**src/rtl/reset_sequencer.sv**
```systemverilog
// -----------------------------------------------------------------------------
// reset_sequencer
//
// Purpose:
//   Takes the board-level reset and brings up NUM_DOMAINS downstream subsystems
//   one at a time in index order. After an initial hold period every domain
//   gets its own release delay, then the sequencer waits for that domain's
//   ready handshake before moving on. When the last domain reports ready the
//   block raises sys_ready. A domain that stays silent for READY_TIMEOUT cycles
//   parks the sequencer in a sticky fault state. Firmware can re-run the whole
//   sequence at any time through soft_rst_req.
//
// Ports:
//   clk           in   1            system clock, rising edge
//   rst           in   1            synchronous active-high reset
//   soft_rst_req  in   1            single-cycle request to restart the sequence
//   dom_ready     in   NUM_DOMAINS  per-domain init-done (only the current
//                                   waiting domain is looked at)
//   dom_rst       out  NUM_DOMAINS  per-domain reset, active-high, registered
//   sys_ready     out  1            every domain released and ready
//   fault         out  1            sticky ready-timeout flag
//   fault_stage   out  3            index of the domain that timed out
//   stage         out  3            index of the domain currently being sequenced
// -----------------------------------------------------------------------------
module reset_sequencer #(
    parameter int NUM_DOMAINS   = 4,
    parameter int HOLD_CYCLES   = 16,
    parameter int STAGE_DELAY   = 8,
    parameter int READY_TIMEOUT = 1000
) (
    input  logic                   clk,
    input  logic                   rst,
    input  logic                   soft_rst_req,
    input  logic [NUM_DOMAINS-1:0] dom_ready,
    output logic [NUM_DOMAINS-1:0] dom_rst,
    output logic                   sys_ready,
    output logic                   fault,
    output logic [2:0]             fault_stage,
    output logic [2:0]             stage
);

    // Terminal counts for the shared cycle counter, one per timed state.
    localparam logic [15:0] HOLD_LAST    = 16'(HOLD_CYCLES - 1);
    localparam logic [15:0] DELAY_LAST   = 16'(STAGE_DELAY - 1);
    localparam logic [15:0] TIMEOUT_LAST = 16'(READY_TIMEOUT - 1);
    localparam logic [2:0]  LAST_STAGE   = 3'(NUM_DOMAINS - 1);

    localparam logic [NUM_DOMAINS-1:0] ALL_HELD     = {NUM_DOMAINS{1'b1}};
    localparam logic [NUM_DOMAINS-1:0] ALL_RELEASED = {NUM_DOMAINS{1'b0}};

    typedef enum logic [2:0] {
        ST_HOLD     = 3'd0,
        ST_DELAY    = 3'd1,
        ST_WAIT_RDY = 3'd2,
        ST_DONE     = 3'd3,
        ST_FAULT    = 3'd4
    } state_t;

    // One-hot mask selecting the domain addressed by a stage index. Using a
    // mask instead of a variable bit-select keeps the index safely in range
    // when NUM_DOMAINS is smaller than the 3-bit stage encoding can express.
    function automatic logic [NUM_DOMAINS-1:0] stage_mask(input logic [2:0] idx);
        logic [NUM_DOMAINS-1:0] m;
        m = ALL_RELEASED;
        for (int i = 0; i < NUM_DOMAINS; i++) begin
            if (3'(i) == idx) begin
                m[i] = 1'b1;
            end else begin
                m[i] = 1'b0;
            end
        end
        return m;
    endfunction

    // Registered state
    state_t                   state_r;
    logic [15:0]              cnt_r;
    logic [2:0]               stage_r;
    logic [NUM_DOMAINS-1:0]   dom_rst_r;
    logic                     sys_ready_r;
    logic                     fault_r;
    logic [2:0]               fault_stage_r;

    // Next-state values
    state_t                   state_s;
    logic [15:0]              cnt_s;
    logic [2:0]               stage_s;
    logic [NUM_DOMAINS-1:0]   dom_rst_s;
    logic                     sys_ready_s;
    logic                     fault_s;
    logic [2:0]               fault_stage_s;

    // Helpers for the domain currently being sequenced
    logic [NUM_DOMAINS-1:0]   cur_mask_s;
    logic                     cur_ready_s;

    assign cur_mask_s  = stage_mask(stage_r);
    // Only the current domain's ready bit is considered; held domains and
    // domains already brought up are masked off.
    assign cur_ready_s = |(dom_ready & cur_mask_s);

    // Next-state and next-output computation for the sequencing FSM.
    always_comb begin
        state_s       = state_r;
        cnt_s         = cnt_r;
        stage_s       = stage_r;
        dom_rst_s     = dom_rst_r;
        sys_ready_s   = sys_ready_r;
        fault_s       = fault_r;
        fault_stage_s = fault_stage_r;

        if (soft_rst_req) begin
            // A soft request looks exactly like a fresh reset: all domains are
            // re-held and the hold count starts over, even if already in HOLD.
            state_s       = ST_HOLD;
            cnt_s         = 16'd0;
            stage_s       = 3'd0;
            dom_rst_s     = ALL_HELD;
            sys_ready_s   = 1'b0;
            fault_s       = 1'b0;
            fault_stage_s = 3'd0;
        end else begin
            case (state_r)
                ST_HOLD: begin
                    dom_rst_s   = ALL_HELD;
                    sys_ready_s = 1'b0;
                    if (cnt_r == HOLD_LAST) begin
                        cnt_s   = 16'd0;
                        state_s = ST_DELAY;
                    end else begin
                        cnt_s   = cnt_r + 16'd1;
                    end
                end

                ST_DELAY: begin
                    if (cnt_r == DELAY_LAST) begin
                        dom_rst_s = dom_rst_r & ~cur_mask_s;
                        cnt_s     = 16'd0;
                        state_s   = ST_WAIT_RDY;
                    end else begin
                        cnt_s     = cnt_r + 16'd1;
                    end
                end

                ST_WAIT_RDY: begin
                    // Ready is tested before the timeout so that a handshake
                    // arriving on the final allowed cycle still counts.
                    if (cur_ready_s) begin
                        cnt_s = 16'd0;
                        if (stage_r == LAST_STAGE) begin
                            state_s     = ST_DONE;
                            sys_ready_s = 1'b1;
                            dom_rst_s   = ALL_RELEASED;
                        end else begin
                            stage_s = stage_r + 3'd1;
                            state_s = ST_DELAY;
                        end
                    end else if (cnt_r == TIMEOUT_LAST) begin
                        cnt_s         = 16'd0;
                        fault_s       = 1'b1;
                        fault_stage_s = stage_r;
                        state_s       = ST_FAULT;
                    end else begin
                        cnt_s = cnt_r + 16'd1;
                    end
                end

                ST_DONE: begin
                    // Terminal: later ready drops are deliberately ignored.
                    sys_ready_s = 1'b1;
                    dom_rst_s   = ALL_RELEASED;
                end

                ST_FAULT: begin
                    // Parked: released domains stay released, the rest stay
                    // held, until rst or soft_rst_req.
                    sys_ready_s = 1'b0;
                end

                default: begin
                    // Unreachable encoding: recover by re-running the sequence.
                    state_s       = ST_HOLD;
                    cnt_s         = 16'd0;
                    stage_s       = 3'd0;
                    dom_rst_s     = ALL_HELD;
                    sys_ready_s   = 1'b0;
                    fault_s       = 1'b0;
                    fault_stage_s = 3'd0;
                end
            endcase
        end
    end

    // State and output registers with synchronous reset to the held state.
    always_ff @(posedge clk) begin
        if (rst) begin
            state_r       <= ST_HOLD;
            cnt_r         <= 16'd0;
            stage_r       <= 3'd0;
            dom_rst_r     <= ALL_HELD;
            sys_ready_r   <= 1'b0;
            fault_r       <= 1'b0;
            fault_stage_r <= 3'd0;
        end else begin
            state_r       <= state_s;
            cnt_r         <= cnt_s;
            stage_r       <= stage_s;
            dom_rst_r     <= dom_rst_s;
            sys_ready_r   <= sys_ready_s;
            fault_r       <= fault_s;
            fault_stage_r <= fault_stage_s;
        end
    end

    assign dom_rst     = dom_rst_r;
    assign sys_ready   = sys_ready_r;
    assign fault       = fault_r;
    assign fault_stage = fault_stage_r;
    assign stage       = stage_r;

endmodule

```
**config.mk**
```make
export PLATFORM = sky130hd
export DESIGN_NAME = reset_sequencer
export DESIGN_NICKNAME = d
export VERILOG_FILES = /design/src/rtl/reset_sequencer.sv
export SDC_FILE = /design/constraint.sdc
export NUM_CORES = 1
export LEC_CHECK = 0
export CAP_MARGIN = 40
export CORE_AREA = 2 2 58 100
export DETAILED_ROUTE_END_ITERATION = 10
export DIE_AREA = 0 0 60 102
export GPL_TIMING_DRIVEN = 1
export PLACE_DENSITY = 0.57
export SLEW_MARGIN = 10
export SYNTH_ARGS = -nofsm -noshare
export SYNTH_HDL_FRONTEND = slang
export SYNTH_SLANG_ARGS = --single-unit
export TNS_END_PERCENT = 10
```
**constraint.sdc**
```tcl
create_clock -name clk -period 2.15 [get_ports clk]
set_input_delay 0.5375 -clock clk [delete_from_list [all_inputs] [get_ports clk]]
set_output_delay 0.5375 -clock clk [all_outputs]
set_load 0.1 [all_outputs]
```
==> results.md, run 1 <==
* Total GRT Usage at 16.98%
* Rel. slew slack at 70.82%
* Gr ovfl total at 0
* CTS Buffer Depth at 2
* Synth warn at 0
* Power Density at 458.3 nW/um^2
* Ant diodes at 0
* Post-route antenna net violation count at 0
* Pwr Total at 0.001125 W
* Psw at approximately 0.00026 W
* IO Pins at 19
* Ranking of synthesized cells by area: dfxtp_1 33%, nand2_1 6.1%, o221ai_2 5.5%
* Switching share of power at 23.00%
* DPL Wire Length at 3787 um
* Htree depth at 2
* Core ar. at 5299 um^2
* Vias per Instance at 5.229
* Synthesized area at 1897 um^2
* Fin. max-slew vios at 0
* CP startpoint: dom_ready[0]
* Number of port buffers at 18
* Routed len/inst at 13.99 um
* First-pass GRT wire length at 7790 um
* Outcome: complete, no violations
* Router iterations before antenna repair at 4
* Final wirelength at 4828 um
* Worst hold slack at 0.4854 ns
* Required @ worst endpoint at 2.35 ns
* Max-cap violation count at 0
* Post-CTS Setup Bufs at 0
* CTS sink count at 31
* Final hold vios at 0
* Final min period at around 2.0 ns
* Fmax at 501.7 MHz
* Clk network pwr share at 42.6%
* Clock transition at path regs at 0.06 ns
* Detailed Route Iter0 Violations at 51
* Worst slew pin tran at 0.4343 ns
* Logic pwr share at 5.8%
* TritonCTS clock tree: yes
* Part of the power in registers at between 50% and 60%
* VDD IR max at 263.5 uV
* Synth unique cells at between 50 and 60
* Most common cell after layout, fill and taps aside: buf_4
* TritonCTS Buffers at 5
* Hold Crit Start: dom_rst[1]
* Ys async rst share at 0%
* Layout cells sized above 1 at 28.04%
* Crit path DAT at 2.19 ns
* Gp weighted congestion at 0.8248
* EDFF count, synth at 0
* Syn_area_per_cell at 8.319 um^2
* Unrepaired setup endpoints after global routing: false
* Reg-to-reg setup timing slack at 0.18 ns
* Final Setup Violations at 0
* Commonest non-fill, non-tap cells in the layout: 34 x buf_4, 31 x nand2_1, 28 x dfxtp_1, 21 x nor2_1, 15 x inv_1
* Initial Utilization at approximately 36%
* CTS Hold Bufs at 0
* Cts repair resizes at 0
* Multi-input logic area at 1157 um^2
* Main flop type after synthesis: dfxtp_1
* Initial antenna violation count at 0
* Final period util at between 90% and 100%
* Pin count of the biggest net entering global routing at 18
* Crit end category: flop
* Area Overhead vs Synth at 29.42%
* R2r startpoint: stage[0]
* Die ar. at roughly 6100 um^2
* Hold WC Path Type: flop to flop
* Number of remaining DRC errors at 0
* Die height at 102 um
* CP max FO at 10
* Critical path class: input port to flop
* #FFs+latches synth at 31
* Clock Tree Root: clkbuf_8
* Die W at 60 um
* Layout Nets at 283
* Fill cells at 531
* Detailed-route via count at 1,804
* Largest area contributor in the netlist: dfxtp_1
* Leakage at 0.8957 nW
* Vias in the first global route at about 1.7k
* Share of the synthesized area in the top cell type at between 30% and 40%
* Seq. cell area at 629.4 um^2
* Critical Path Start Type: input port
* Internal at about 0.00087 W
* Row cnt at 35
* Synthesized Nets at 241
* Finished Core Util at a little under half
* Setup Skew at 0.008602 ns
* Sequential area share after synthesis at 32.72%
* Clk_lat worst skew at 0.28 ns
* Cells after Synth at about 230
-- logic make-up after synthesis --
group                      synth area share, %
and+or+nand+nor                          25.66
buffers and inverters                    7.057
adders and majority gates                3.958
AOI/OAI and AO/OA                        28.76
xor gates and xnor gates                 1.847
DFF                                      32.72
-- cells in the mapped netlist, drive strengths merged, types with 2 or more instances --
cell type  instances
o21ai              9
ha                 6
and4               3
o2111ai            2
buf                5
clkbuf             5
and4b              2
nor2              21
a211o              2
a22oi              8
nand3              5
nor2b              3
nand4              4
nand2             31
xor2               2
nor4               5
xnor2              2
o21a               4
and3               3
nor3              10
o221ai             7
inv               17
a21oi             10
a211oi             2
or2                4
nand2b             2
dfxtp             31
o211ai            10
-- cell type report --
cell class	count	area share [%]
Sequential cell	31	25.64
Inverter	17	2.803
Clock buffer	7	3.517
Multi-Input combinational cell	170	47.15
Clock inverter	1	0.2039
Tap cell	74	3.772
Timing Repair Buffer	45	16.92
-- critical path, stage by stage --
cell and delay (ns):
clkdlybuf4s50_1 0.39, a222oi_1 0.30, buf_4 0.18, o21ai_2 0.08, nor3b_4 0.23, buf_12 0.16
o21ai_2 0.11, o211ai_1 0.19
-- path summary, 6_finish.rpt --
path | end | cells after the start
worst min-delay path | dom_rst[1] | 2
worst min register to register | dom_rst[1] | 2
worst max register to register | cnt_r[15] | 9
worst max-delay path | cnt_r[15] | 8
-- layer usage --
| metal | global-route usage, % | share of wire, % | up-vias |
|---|---|---|---|
| met3 | 2.405 | 1.8 | 5 |
| met4 | 8.034 | 1.6 | 0 |
| met1 | 15.70 | 39 | 848 |
| met2 | 33.95 | 57 | 23 |
| met5 | 0 | 0 | - |
| li1 | - | - | 928 |
-- power by group through the flow --
stage / Combinational [W] / Clock (W) / Sequential (W)
after floorplan: 0.0000313 / 0 / 0.000593
after global placement: 0.0000655 / 0 / 0.000594
after detailed placement: 0.0000648 / 0 / 0.000594
after CTS: 0.0000653 / 0.000495 / 0.000580
after global routing: 0.0000701 / 0.000521 / 0.000580
final: 0.0000649 / 0.000479 / 0.000581
-- registers in the layout, indices dropped and copies added, names as in the netlist --
signal       cells
sys_ready        1
fault_stage      3
state_r          3
stage            3
cnt_r           16
fault            1
dom_rst          4
-- metrics by stage --
stage	TNS [ns]	instance area [um^2]	setup WS [ns]	instances
4_1_cts	0	2455	0.1475	345
2_1_floorplan	-1.722	1926	-0.1448	228
6_report	0	2455	0.1568	345
5_1_grt	0	2455	0.02549	345
3_5_place_dp	-1.927	2364	-0.1477	337
3_3_place_gp	-2.235	2364	-0.1534	337
Note: power is estimated with default switching activity, not from simulation.
==> run 2, diff against run 1 <==
--- a/config.mk
+++ b/config.mk
@@ -11,7 +11,6 @@
 export DIE_AREA = 0 0 60 102
 export GPL_TIMING_DRIVEN = 1
 export PLACE_DENSITY = 0.57
-export SLEW_MARGIN = 10
 export SYNTH_ARGS = -nofsm -noshare
 export SYNTH_HDL_FRONTEND = slang
 export SYNTH_SLANG_ARGS = --single-unit
==> results of run 2 <==
The final DEF is identical to that of run 1; final timing and power are the same.
==> variant 1 (config.mk and constraints of run 1) <==
Register the output `fault_stage` once more, without a reset; this adds one clock of latency there. The other outputs are not delayed to match.
--- a/src/rtl/reset_sequencer.sv
+++ b/src/rtl/reset_sequencer.sv
@@ -215,7 +215,9 @@
     assign dom_rst     = dom_rst_r;
     assign sys_ready   = sys_ready_r;
     assign fault       = fault_r;
-    assign fault_stage = fault_stage_r;
+    always_ff @(posedge clk) begin
+        fault_stage <= fault_stage_r;
+    end
     assign stage       = stage_r;
 
 endmodule
Check against the original RTL: no difference found for any inputs over 10 cycles, from zero or initial values; that may be too few to reach the edited logic, so the function may still have changed.
==> variant 1 against run 1 <==
The run now ends with setup timing left; final area grew 1.3%; area after synthesis increased by 3.5%; setup slack lost 0.17 ns; maximum frequency down 7.7%; combinational power is 8.2% higher; routed wire length up 7.2%; critical path depth fell by 2; core utilization increased by 0.59 points; sequential cell count up 3; first-iteration DRC count rose by 2.0%; power is 7.3% higher; critical path type is now reg2reg.
==> variant 1: results (changes against run 1) <==
[timing]
fin_ws_ns=-0.00851  ; was 0.157 ns
clock-skew-final_ns=0.00615  ; was 0.00860 ns
setup_viol=1  ; was 0
hold-worst-slack_ns=0.359  ; was 0.485 ns
fin_setup_tns_ns=-0.00851  ; was 0 ns

[placement]
numPlacedInstances=346  ; was 337
detailedPlace.worstSlack_ns=-0.0480  ; was -0.148 ns
dp_hpwl_mm=3.83  ; was 3.79 mm
placed_cell_area_um2=2350  ; was 2360 um2

[global_routing]
gr-usage-met2_pct=34.2  ; was 33.9%
grt_util_met3_pct=2.66  ; was 2.41%
first_pass_grt_wire_length_mm=8.54  ; was 7.79 mm
grt_util_all_layers_pct=18.3  ; was 17.0%
grt_use_met1_pct=18.9  ; was 15.7%

[setup_path]
timing.rr.end=cnt_r[7]  ; was cnt_r[15]
crit_fanout=20  ; was 10
critPathTopFamily=simple AND/OR/NAND/NOR gates  ; was buffers and inverters
r2r_setup_slack_ns=-0.009  ; was 0.18 ns
worstReg2RegStart=cnt_r[4]  ; was stage[0]
rr_worst_depth=6  ; was 9
worst_path_largest_cell_delay_ns=0.56  ; was 0.39 ns
critPathArrivalTime_ns=2.32  ; was 2.19 ns

[synth]
syn-instance-count=246  ; was 228
ys_top_cells_by_count=sky130_fd_sc_hd__dfxtp_1, sky130_fd_sc_hd__nand2_1, sky130_fd_sc_hd__inv_1  ; was sky130_fd_sc_hd__dfxtp_1, sky130_fd_sc_hd__nand2_1, sky130_fd_sc_hd__nor2_1
yosysSeqAreaShare_pct=34.7  ; was 32.7%
postSynthNetCount=259  ; was 241

[outcome]
violations_in_the_final_reports=setup timing
run_status=complete, but fails checks  ; was finished, final reports clean

[final_layout]
drive_above_1_share_pct=22.9  ; was 28.0%
final_net_count=292  ; was 283

[power_and_ir_drop]
clock_power_share_pct=41.4  ; was 42.6%
irDropWorstVdd_uv=313  ; was 263 uV

[worst_hold_path]
min_delay_path_depth=0  ; was 2
hold_path_startpoint=fault_stage_r[0]  ; was dom_rst[1]

[route]
detail_route.wirelength_mm=5.18  ; was 4.83 mm
wire_per_inst_um=14.6  ; was 14.0 um
first_iter_violations=52  ; was 51

variant 1: per-layer routing:
layer | routed length (um) | up-vias
li1 | - | 974
met1 | 1990 | 882
met2 | 2890 | 32
met3 | 109 | 13
met4 | 194 | 0
met5 | 0 | -
variant 1: layout make-up:
class | count | area (um2) | area share [%]
Clock buffer | 7 | 86.3 | 3.47
Clock inverter | 1 | 5.00 | 0.201
Inverter | 15 | 56.3 | 2.26
Multi-Input combinational cell | 180 | 1190 | 47.7
Sequential cell | 34 | 689 | 27.7
Tap cell | 74 | 92.6 | 3.72
Timing Repair Buffer | 43 | 370 | 14.9
variant 1: worst max path at each step:
stage               slack, ns         to         start  depth (start not counted)
global placement       -0.002  cnt_r[15]  dom_ready[0]                          7
CTS                     0.008   cnt_r[7]      cnt_r[6]                          6
detailed placement      -0.05  cnt_r[15]  dom_ready[0]                          7
floorplan             -0.0001   cnt_r[9]      cnt_r[8]                          7
global route            -0.07  cnt_r[14]      cnt_r[4]                          6
finish                 -0.009   cnt_r[7]      cnt_r[4]                          6
variant 1: cells by family (layout without fill, tap and decap cells):
family	Yosys count	in the layout	share of synthesized area (%)
fa+ha+maj	6	6	3.82
buf+inv	32	66	7.33
simple gates	108	108	29.1
xor+xnor	4	4	1.78
flops	34	34	34.7
compound gates	62	62	23.3
variant 1: worst register-to-register path, cell delays in order, from the launching register on:
cell and delay (ns):
sky130_fd_sc_hd__dfxtp_1 0.33, sky130_fd_sc_hd__or3_1 0.44, sky130_fd_sc_hd__or4_4 0.56, sky130_fd_sc_hd__and3_1 0.23, sky130_fd_sc_hd__buf_12 0.16, sky130_fd_sc_hd__o211ai_1 0.20, sky130_fd_sc_hd__a22oi_1 0.11
==> variant 2 (config.mk and constraints of run 1) <==
Made on the original files. Set the parameter `NUM_DOMAINS` to 8 (it was 4).
--- a/src/rtl/reset_sequencer.sv
+++ b/src/rtl/reset_sequencer.sv
@@ -23,7 +23,7 @@
 //   stage         out  3            index of the domain currently being sequenced
 // -----------------------------------------------------------------------------
 module reset_sequencer #(
-    parameter int NUM_DOMAINS   = 4,
+    parameter int NUM_DOMAINS   = 8,
     parameter int HOLD_CYCLES   = 16,
     parameter int STAGE_DELAY   = 8,
     parameter int READY_TIMEOUT = 1000
Ports: changed (resized dom_ready and dom_rst); port bits go from 19 to 27. The function was not compared with the original's and may differ.
==> variant 2 against run 1 <==
The flow now finishes with violations (setup timing); area after synthesis increased by 1.2%; setup slack lost 0.23 ns; largest power group unchanged; sequential cell count rose by 4; sequential share of layout area grew 0.25 points; clock power is 32% higher; critical path depth stayed put; core utilization up 5.6 points; synthesized cell count fell by 1.8%; sequential power increased by 11%; power increased by 21%; routed wire length increased by 18%; final area is 12% higher.
==> variant 2: results (changes against run 1) <==
[outcome]
run_status=complete, but fails checks  ; was finished, final reports clean
violations_in_the_final_reports=setup timing

[timing]
clock-skew-final_ns=0.00540  ; was 0.00860 ns
timing_worst_slew_pin_value_ns=0.527  ; was 0.434 ns
setup_viol=10  ; was 0
fin_ws_ns=-0.0710  ; was 0.157 ns
fin_setup_tns_ns=-0.362  ; was 0 ns

[setup_path]
crit_end=state_r[1]  ; was cnt_r[15]
r2r_setup_slack_ns=-0.05  ; was 0.18 ns
crit_fanout=9  ; was 10
worst_path_largest_cell_delay_ns=0.43  ; was 0.39 ns
critPathTopFamily=compound AO/OA/AOI/OAI gates  ; was buffers and inverters
cp-startpoint=dom_ready[6]  ; was dom_ready[0]
timing.rr.end=state_r[1]  ; was cnt_r[15]

[route]
detail_route.wirelength_mm=5.71  ; was 4.83 mm
drt-vias-per-instance=5.43  ; was 5.23
wire_per_inst_um=15.7  ; was 14.0 um

[synth]
yosys.area_share.xor_xnor_pct=2.74  ; was 1.85%
synthTopCellsByArea=sky130_fd_sc_hd__dfxtp_1, sky130_fd_sc_hd__ha_1, sky130_fd_sc_hd__o311ai_2, sky130_fd_sc_hd__nand2_1, sky130_fd_sc_hd__o22a_1  ; was sky130_fd_sc_hd__dfxtp_1, sky130_fd_sc_hd__nand2_1, sky130_fd_sc_hd__o221ai_2, sky130_fd_sc_hd__nor2_1, sky130_fd_sc_hd__ha_1
ys_top_cells_by_count=sky130_fd_sc_hd__dfxtp_1, sky130_fd_sc_hd__nand2_1, sky130_fd_sc_hd__nor2_1  ; unchanged
adder_cell_share_of_the_synthesized_area_pct=4.56  ; was 3.96%
post_synth_mux_area_share_pct=0.522  ; was 0%
postSynthNetCount=242  ; was 241
syn-instance-count=224  ; was 228

[placement]
detailedPlace.worstSlack_ns=-0.439  ; was -0.148 ns
placed_cell_area_um2=2480  ; was 2360 um2
dp_hpwl_mm=4.33  ; was 3.79 mm
numPlacedInstances=348  ; was 337

[final_layout]
final_net_count=306  ; was 283
drive_above_1_share_pct=34.6  ; was 28.0%

[power_and_ir_drop]
irDropWorstVdd_uv=385  ; was 263 uV
cellLeakagePower_nw=1.05  ; was 0.896 nW

[cts]
clock_tree.root_cell=sky130_fd_sc_hd__clkbuf_8  ; unchanged
worst_setup_hold_path_clk_slew_ns=0.08  ; was 0.06 ns

[global_routing]
grt_util_all_layers_pct=19.9  ; was 17.0%
first_pass_grt_wire_length_mm=9.03  ; was 7.79 mm

[variant 2: changes by cell type after synthesis, sizes merged, moves of 7 or more]
cell	run 1	this run
o22a	0	7
nand2	31	21
a31oi	0	9
o211ai	10	0
[variant 2: cell families (layout without fill, tap and decap cells)]
| group | count (synthesis) | count (layout) |
|---|---|---|
| XOR/XNOR | 6 | 6 |
| flip-flops | 35 | 35 |
| adder cells (fa/ha/maj) | 7 | 7 |
| AND/OR/NAND/NOR | 84 | 85 |
| AO/OA/AOI/OAI | 65 | 65 |
| multiplexers | 1 | 1 |
| buffers and inverters | 26 | 90 |
[variant 2: worst min-delay path by stage]
stage / slack (ns) / cells past startpoint / from / end
floorplan: 0.45 / 2 / cnt_r[15] / cnt_r[15]
global placement: 0.46 / 1 / dom_rst[5] / dom_rst[5]
detailed placement: 0.47 / 1 / dom_rst[5] / dom_rst[5]
CTS: 0.48 / 2 / cnt_r[15] / cnt_r[15]
global route: 0.50 / 2 / cnt_r[15] / cnt_r[15]
finish: 0.48 / 2 / cnt_r[15] / cnt_r[15]
[variant 2: worst min-delay path: stages, from the launching register on]
cell and delay (ns):
sky130_fd_sc_hd__dfxtp_1 0.33, sky130_fd_sc_hd__inv_1 0.05, sky130_fd_sc_hd__o21ai_1 0.05
[variant 2: cell type report]
cell class	instances	area, um2
fillers	516	2550
multi-input cells	164	1210
flip-flops and latches	35	712
repair buffers	69	564
well taps	74	92.6
clock buffers	6	82.6
inverters	13	53.8
clock inverters	2	35.0
[variant 2: routing by layer]
metal / part of all wire (%) / vias up / track usage [%]
met5: 0 / - / 0
met4: 3.2 / 0 / 10.3
met3: 2.6 / 14 / 2.53
met2: 60 / 41 / 41.1
met1: 34 / 953 / 17.0
li1: - / 964 / -
[variant 2: power groups by stage]
stage / clock network [mW] / logic (mW) / registers [mW]
after global routing: 0.671 / 0.0847 / 0.647
after floorplan: 0 / 0.0287 / 0.663
final: 0.632 / 0.0780 / 0.647
after CTS: 0.642 / 0.0736 / 0.647
after global placement: 0 / 0.0688 / 0.662
after detailed placement: 0 / 0.0691 / 0.662
[variant 2: repair_timing]
item | CTS | global route
pin swaps | 11 | 17
setup buffers | 5 | 1
gates resized for setup | 17 | 10
gates cloned | 1 | 1
setup endpoints to repair | 28 | 33
